--- config.mk ---
export PLATFORM = sky130hd
export DESIGN_NAME = mac2_share_sched
export DESIGN_NICKNAME = d
export VERILOG_FILES = /design/src/rtl/mac2_pkg.sv /design/src/rtl/mac2_unit.sv /design/src/rtl/mac2_share_sched.sv
export SDC_FILE = /design/constraint.sdc
export NUM_CORES = 1
export LEC_CHECK = 0
export BUFFER_PORTS_ARGS = -buffer_cell sky130_fd_sc_hd__buf_4
export CORE_ASPECT_RATIO = 0.5
export CORE_MARGIN = 3
export CORE_UTILIZATION = 26
export DETAILED_ROUTE_END_ITERATION = 10
export GPL_TIMING_DRIVEN = 1
export PLACE_DENSITY_LB_ADDON = 0.08
export SLEW_MARGIN = 30
export SYNTH_ARGS = -nofsm -noshare
export SYNTH_HDL_FRONTEND = slang
export SYNTH_SLANG_ARGS = --single-unit
--- constraint.sdc ---
create_clock -name clk -period 3.75 [get_ports clk]
set_clock_uncertainty 0.2 [all_clocks]
set_input_delay 0.5625 -clock clk [delete_from_list [all_inputs] [get_ports clk]]
set_output_delay 0.5625 -clock clk [all_outputs]
set_load 0.05 [all_outputs]
--- src/rtl/mac2_pkg.sv ---
// Shared types and the round-robin pick helper for the mac2 sharing sequencer.
// rr_pick is sized for the largest supported requester count (8).
package mac2_pkg;

    typedef enum logic {
        OP_MUL = 1'b0,
        OP_INC = 1'b1
    } op_e;

    typedef enum logic [1:0] {
        IDLE = 2'd0,
        EXEC = 2'd1,
        RESP = 2'd2
    } state_e;

    localparam int MAX_REQ = 8;

    typedef struct packed {
        logic       found;
        logic [2:0] idx;
    } pick_t;

    // Circular scan starting at ptr; ptr < n is assumed, so one wrap subtract suffices.
    function automatic pick_t rr_pick(input logic [MAX_REQ-1:0] valid,
                                      input logic [2:0]         ptr,
                                      input int                 n);
        pick_t p;
        int    k;
        p = '0;
        for (int i = 0; i < MAX_REQ; i++) begin
            k = int'(ptr) + i;
            if (k >= n) begin
                k = k - n;
            end
            if ((i < n) && !p.found && valid[k[2:0]]) begin
                p.found = 1'b1;
                p.idx   = k[2:0];
            end
        end
        return p;
    endfunction

endpackage

--- src/rtl/mac2_unit.sv ---
// Shared 2-bit modular arithmetic: MUL -> (a*b) mod 4, INC -> (a+cin) mod 4.
module mac2_unit
    import mac2_pkg::*;
(
    input  op_e        op,
    input  logic [1:0] a,
    input  logic [1:0] b,
    input  logic       cin,
    output logic [1:0] res
);

    logic [1:0] mul_res;
    logic [1:0] inc_res;

    // Two-bit result context drops the high product bits and the carry-out.
    always_comb begin
        mul_res = a * b;
        inc_res = a + {1'b0, cin};
        res     = (op == OP_MUL) ? mul_res : inc_res;
    end

endmodule

--- src/rtl/mac2_share_sched.sv ---
// Round-robin sequencer granting N_REQ requesters access to one mac2_unit,
// with a registered execute stage and a single backpressured response register.
module mac2_share_sched
    import mac2_pkg::*;
#(
    parameter int N_REQ = 4,
    parameter int ID_W  = $clog2(N_REQ)
) (
    input  logic               clk,
    input  logic               rst_n,
    input  logic [N_REQ-1:0]   req_valid,
    output logic [N_REQ-1:0]   req_ready,
    input  logic [N_REQ-1:0]   req_op,
    input  logic [2*N_REQ-1:0] req_a,
    input  logic [2*N_REQ-1:0] req_b,
    input  logic [N_REQ-1:0]   req_cin,
    output logic               rsp_valid,
    input  logic               rsp_ready,
    output logic [ID_W-1:0]    rsp_id,
    output logic               rsp_op,
    output logic [1:0]         rsp_res,
    output logic               busy
);

    state_e          state_q,   state_d;
    logic [ID_W-1:0] rr_ptr_q,  rr_ptr_d;
    op_e             op_q,      op_d;
    logic [1:0]      a_q,       a_d;
    logic [1:0]      b_q,       b_d;
    logic            cin_q,     cin_d;
    logic [ID_W-1:0] id_q,      id_d;
    logic [1:0]      rsp_res_q, rsp_res_d;
    logic [ID_W-1:0] rsp_id_q,  rsp_id_d;
    logic            rsp_op_q,  rsp_op_d;

    logic [MAX_REQ-1:0] valid_ext;
    pick_t              pick;
    logic               grant_slot;
    logic [1:0]         unit_res;
    int                 win;

    mac2_unit u_unit (
        .op  (op_q),
        .a   (a_q),
        .b   (b_q),
        .cin (cin_q),
        .res (unit_res)
    );

    always_comb begin
        valid_ext               = '0;
        valid_ext[N_REQ-1:0]    = req_valid;
        pick                    = rr_pick(valid_ext, 3'(rr_ptr_q), N_REQ);
        win                     = int'(pick.idx);
        // Grants happen from IDLE, or from RESP in the cycle the result is taken;
        // rst_n gating keeps req_ready low while reset is held.
        grant_slot = rst_n && ((state_q == IDLE) ||
                               ((state_q == RESP) && rsp_ready));
    end

    always_comb begin
        state_d   = state_q;
        rr_ptr_d  = rr_ptr_q;
        op_d      = op_q;
        a_d       = a_q;
        b_d       = b_q;
        cin_d     = cin_q;
        id_d      = id_q;
        rsp_res_d = rsp_res_q;
        rsp_id_d  = rsp_id_q;
        rsp_op_d  = rsp_op_q;
        req_ready = '0;

        case (state_q)
            IDLE, RESP: begin
                if (grant_slot && pick.found) begin
                    req_ready[win] = 1'b1;
                    op_d           = op_e'(req_op[win]);
                    a_d            = req_a[2*win +: 2];
                    b_d            = req_b[2*win +: 2];
                    cin_d          = req_cin[win];
                    id_d           = pick.idx[ID_W-1:0];
                    state_d        = EXEC;
                end else if (state_q == RESP && rsp_ready) begin
                    state_d = IDLE;
                end
            end
            EXEC: begin
                rsp_res_d = unit_res;
                rsp_id_d  = id_q;
                rsp_op_d  = op_q;
                rr_ptr_d  = (id_q == ID_W'(N_REQ-1)) ? '0 : id_q + 1'b1;
                state_d   = RESP;
            end
            default: state_d = IDLE;
        endcase
    end

    always_ff @(posedge clk or negedge rst_n) begin
        if (!rst_n) begin
            state_q   <= IDLE;
            rr_ptr_q  <= '0;
            op_q      <= OP_MUL;
            a_q       <= '0;
            b_q       <= '0;
            cin_q     <= 1'b0;
            id_q      <= '0;
            rsp_res_q <= '0;
            rsp_id_q  <= '0;
            rsp_op_q  <= 1'b0;
        end else begin
            state_q   <= state_d;
            rr_ptr_q  <= rr_ptr_d;
            op_q      <= op_d;
            a_q       <= a_d;
            b_q       <= b_d;
            cin_q     <= cin_d;
            id_q      <= id_d;
            rsp_res_q <= rsp_res_d;
            rsp_id_q  <= rsp_id_d;
            rsp_op_q  <= rsp_op_d;
        end
    end

    assign rsp_valid = (state_q == RESP);
    assign rsp_res   = rsp_res_q;
    assign rsp_id    = rsp_id_q;
    assign rsp_op    = rsp_op_q;
    assign busy      = (state_q != IDLE);

endmodule

# After elaboration in Yosys (flattened, before gate mapping)
# Cells that the tools add are included.
[word_totals] register_bits=17 input_bits=31 output_inout_bits=11
[classes] n_addsub=9 n_mul=1 n_lt_le_gt_ge=10 eq_ne=4 n_shift=2 mux=29 reduce_logical=15
[op_table] operator="4-bit 2-to-1 mux" n=6
[op_table] operator="3-bit by 4-bit < comparator with 1-bit output (second input constant)" n=4
[op_table] operator="8-bit by 5-bit variable part select with 2-bit output" n=2
[op_table] operator="1-bit binary-select mux with 3-bit select" n=4
[op_table] operator="3-bit 2-to-1 mux" n=4
[op_table] operator="3-bit greater-or-equal comparator (second input constant)" n=3
[op_table] operator="3-bit subtractor (second input constant)" n=3
[op_table] operator="2-bit 2-to-1 mux" n=4
[op_table] operator="1-bit logical AND" n=7
[op_table] operator="1-bit 2-to-1 mux" n=7
[op_table] operator="2-bit by 2-bit adder with 3-bit output (second input constant)" n=2
[op_table] operator="1-bit binary-select mux with 2-bit select" n=2
[op_table] operator="2-bit == test (second input constant)" n=2
[op_table] operator="2-bit case mux with 2 select lines" n=1
[op_table] operator="2-bit by 1-bit adder with 3-bit output (second input constant)" n=1
[op_table] operator="2-bit by 3-bit greater-or-equal comparator with 1-bit output (second input constant)" n=1
[op_table] operator="3-bit by 1-bit greater-or-equal comparator with 1-bit output (second input constant)" n=1
[op_table] operator="1-bit zero test" n=3
[op_table] operator="3-bit < comparator (second input constant)" n=1
[op_table] operator="3-bit inequality test (second input constant)" n=1
[op_table] operator="2-bit by 3-bit subtractor with 3-bit output (second input constant)" n=1
[op_table] operator="2-bit by 1-bit adder with 2-bit output" n=1
[op_table] operator="2-bit by 1-bit adder with 2-bit output (second input constant)" n=1
[op_table] operator="1-bit demux with 2-bit select" n=1
[op_table] operator="other kinds (7)" n=7

# Logic depth before layout (Yosys ltp)
[depth] word_depth=20 mapped_depth=11 ltp_nobuf=8

# By module
# A second synthesis with hierarchy kept.
[unflattened] hier_cells=109 area_unflattened_um2=1239.9
[modules_own_cells] module="mac2_share_sched" instances=1 cells_per_inst=100 area_each_um2=1179.9
[modules_own_cells] module="mac2_unit" instances=1 cells_per_inst=9 area_each_um2=60.1

# Least setup slack after synthesis
# OpenSTA, ideal clock, no wires.
[synth_path] path_kind="register to output" from="register rr_ptr_q[0]" to="output port req_ready[0]" arrival_ns=2.878 path_slack_ns=0.109 stages_incl_launch_ff=11 n_path_buf=2 path_cell_list="dfrtp_1 buf_2 inv_1 ha_1 buf_2 mux2i_1 a211oi_1 a221o_1 nor4_1 nand2_1 nor2_1"
[synth_via] elab_chain_cells=20 word_cells_on_any_way=41 cone_classes="7 x add/sub; 6 x order compare; 20 x mux; 8 x reduce/logical"
[synth_lines] item="start, declared" line="mac2_share_sched.sv:26" source="logic [ID_W-1:0] rr_ptr_q, rr_ptr_d;"
[synth_lines] item="start signal, assigned" line="mac2_share_sched.sv:113" source="rr_ptr_q <= rr_ptr_d;"
[synth_lines] item="parallel branches: the longest is 13 deep, another holds 2-bit by 1-bit adder with 3-bit output"
[synth_lines] item="4-bit 2-to-1 mux (*)" line="mac2_pkg.sv:35" source="if ((i < n) && !p.found && valid[k[2:0]]) begin"
[synth_lines] item="3-bit by 1-bit greater-or-equal comparator with 1-bit output (not written as such) / 3-bit < comparator (equally long branches)" line="mac2_share_sched.sv:77" source="req_ready[win] = 1'b1;"
[synth_lines] item="1-bit logical AND (not written as such)" line="mac2_share_sched.sv:77"
[synth_lines] item="1-bit 2-to-1 mux (not written as such)" line="mac2_share_sched.sv:77"
[synth_lines] item="1-bit demux with 2-bit select" line="mac2_share_sched.sv:77"
[synth_lines] item="4-bit 2-to-1 mux (*)" line="mac2_share_sched.sv:76" source="if (grant_slot && pick.found) begin"
[synth_lines] item="4-bit 2-to-1 mux (*)" line="mac2_share_sched.sv:74" source="case (state_q)"
[synth_lines] item="end, declared" line="mac2_share_sched.sv:12" source="output logic [N_REQ-1:0] req_ready,"
# Every way passes the cells marked *. The select of a mux whose other input is x is not followed.

# Worst setup path in the final report
[layout_path] from="register rr_ptr_q[0]" to="output port req_ready[3]"
# The elaborated chain is that of the path after synthesis.

==> results.md <==
* Run status: completed
* Post-route ant nets at 0
* Area grow syn2layout at 32.0%
* Root buf cell: clkbuf_8
* Cell variety after synth at 42
* Full die area at 6080 um^2
* Grt total ovfl at 0
* Syn_nets at 181
* Vias in the first global route at 1245
* CTS buffer count at 3
* Final setup viols at 0
* Ys flop type: dfrtp_1
* Port bufs at 41
* Slew @ Worst Pin at 0.636 ns
* # DRC at 0
* Synth Warn # at 0
* Slew Limit Fails at 0
* Tcrit/Tclk final at 93.7%
* Synth top area share at 31.9%
* Peak supply drop at 348 uV
* WL final at 3240 um
* Synth Instances at 143
* Final-stage net count at 223
* Total Routing Usage GR at 12.1%
* Dpl hpwl at 2470 um
* Number of synthesized flops with an enable pin at 0
* Largest net degree at the start of global routing at 19
* Required @ worst endpoint at 2.99 ns
* Initial Util at 28.6%
* Via density per instance at 4.82
* CP arrival at 2.75 ns
* Top cells by count, synth: nand2_1, dfrtp_1, mux2i_1
* Count leader, synth: nand2_1
* R2r setup slk at 1.02 ns
* CTS tree: done
* Finished Layout Cells at 250
* H-tree Lvls at 1
* Die Ht at 56.6 um
* Dpl cell area at 1700 um^2
* CP cell instances: inv_1, ha_1, nand2_1, nand4_1, a2111oi_0, nor4_2, nand2b_1, nor2_1, buf_4
* FF-to-FF path depth at 8
* Async S/R FF share, synth at 100%
* Fmax achieved at 285 MHz
* Met3 Use GR at 3.44%
* Slew headroom at 56.5%
* Die span in x at 107 um
* Critical path type: reg2out
* Final Hold Fails at 0
* Grt met2 use at 18.9%
* Final instance area at 1760 um^2
* Crit path from: rr_ptr_q[0]
* Worst Hold Class: reg2reg
* CP max stage cell: a2111oi_0
* Synth top area cells: dfrtp_1, mux2i_1, ha_1
* Clock period minus worst slack at 3.51 ns
* Longest Clk Path Bufs at 2
* Cell Pwr Density at 755 nW/um^2
* Max FO, Critical Path at 11
* Cell taking the most area after synthesis: dfrtp_1
* Layout cells sized above 1 at 33.2%
* GR peak layer: met2
* Setup_tns at 0 ns
* Core Region at 4660 um^2
* Site row count at 17
* CTS sink cnt at 17
* Clk_lat worst skew at 0.26 ns
* N_diodes at 0
* Unrepaired setup endpoints after global routing: no
* Syn avg cell area at 9.33 um^2
* CP endpoint kind: output pin
* Worst Setup EP: req_ready[3]
* R2r endpoint: b_q[0]
* Routed len/inst at 13.0 um
* Maximum capacitance violations at 0
* Initial antenna violation count at 0
* Met1 usage at 16.5%
* RePlAce Congestion at 0.763
* Drt first pass iters at 4
* Leakage at 0.821 nW
* PnR worst setup slack at 0.237 ns
* Drt initial violations at 59
* DR vias at 1206
* Clock Pin Slew Worst Setup and Hold Paths at 0.07 ns
* Startpoint types: flip-flop
* Synthesized cell area at 1330 um^2
* Post-placement setup slack at 0.450 ns
* Largest stage delay on the critical path at 0.64 ns
* Ports at 42
* RR Startpoint: rr_ptr_q[0]
* Synthesized flop and latch total at 17
* Sequential element share of the synthesized area at 31.9%
* Global-route wire length before repair at 5890 um
* Placed cell count at 245
==> how the worst min path moves through the flow <==
stage                           from  depth (start not counted)  slack, ns          to
after CTS                 rsp_res[1]                          2       0.30  rsp_res[1]
after floorplan                rst_n                          0       0.07      a_q[0]
after detailed placement       rst_n                          1       0.24  rsp_res[0]
after global routing      rsp_res[1]                          2       0.32  rsp_res[1]
final                     rsp_res[1]                          2       0.29  rsp_res[1]
after global placement         rst_n                          1       0.25  rsp_res[0]
==> through the flow <==
step           hold slack [ns]  utilization (%)  power (mW)
2_1_floorplan           0.0669                -       0.987
3_3_place_gp             0.245             36.4        1.21
3_5_place_dp             0.245             36.4        1.20
4_1_cts                  0.299             37.7        1.35
5_1_grt                  0.322             37.8        1.45
6_report                 0.292             37.8        1.33
==> layout by cell type (no fill, tap or decap), types with 2 or more instances in the layout <==
master / instances
nand2_1: 21
dfrtp_1: 17
buf_4: 45
mux2i_1: 13
o31ai_1: 2
nor3b_1: 3
and2_1: 2
nor2b_1: 2
o21ai_0: 6
ha_1: 7
clkbuf_8: 3
a31oi_1: 2
nand2b_1: 6
inv_1: 5
mux2_2: 4
nand4b_1: 3
a21oi_1: 2
nand3_1: 2
o211ai_1: 2
o221ai_1: 7
nor2_1: 8
==> worst max-delay path: cells and delay by family (launching register included) <==
kind	cells	cell delay (ns)
buf+inv	2	0.34
simple gates	5	0.73
compound gates	1	0.64
fa+ha+maj	1	0.40
flops	1	0.38
==> what timing repair did <==
action,CTS,global route
endpoints found under the setup margin,0,4
gates resized for setup,0,1
hold endpoints to repair,17,0
hold buffers,1,0
setup buffers,0,0
==> metal layers <==
metal  routed length, um  part of all wire (%)  up-vias
met1                1520                    47      570
met5                   0                     0        -
li1                    -                     -      605
met2                1530                    47       31
met3                 189                   5.8        0
met4                   0                     0        0
==> sequential cells by signal, indices dropped and copies added, names as in the netlist <==
name,flops
b_q,2
state_q,2
id_q,2
op_q,1
rsp_id,2
rsp_res,2
rr_ptr_q,2
cin_q,1
rsp_op,1
a_q,2
==> final cells by class <==
class                           count  area [um^2]
Clock buffer                        3         41.3
Multi-Input combinational cell    111          836
Fill cell                         493         2900
Inverter                            6         22.5
Tap cell                           66         82.6
Clock inverter                      1         5.00
Timing Repair Buffer               46          348
Sequential cell                    17          425
==> power by group <==
group	total (mW)	switching (mW)	internal [mW]	leakage (nW)
clock network	0.138	0.0640	0.0738	0.0255
logic	0.869	0.513	0.357	0.583
registers	0.321	0.0573	0.264	0.212
total	1.33	0.634	0.694	0.821
==> kinds of logic after synthesis <==
logic type      synth area share (%)
compound gates                  18.5
xor+xnor                        1.31
fa+ha+maj                       6.57
buf+inv                         5.91
flops                           31.9
mux                             13.1
simple gates                    22.7
No activity file was read; power rests on OpenSTA's default activity.
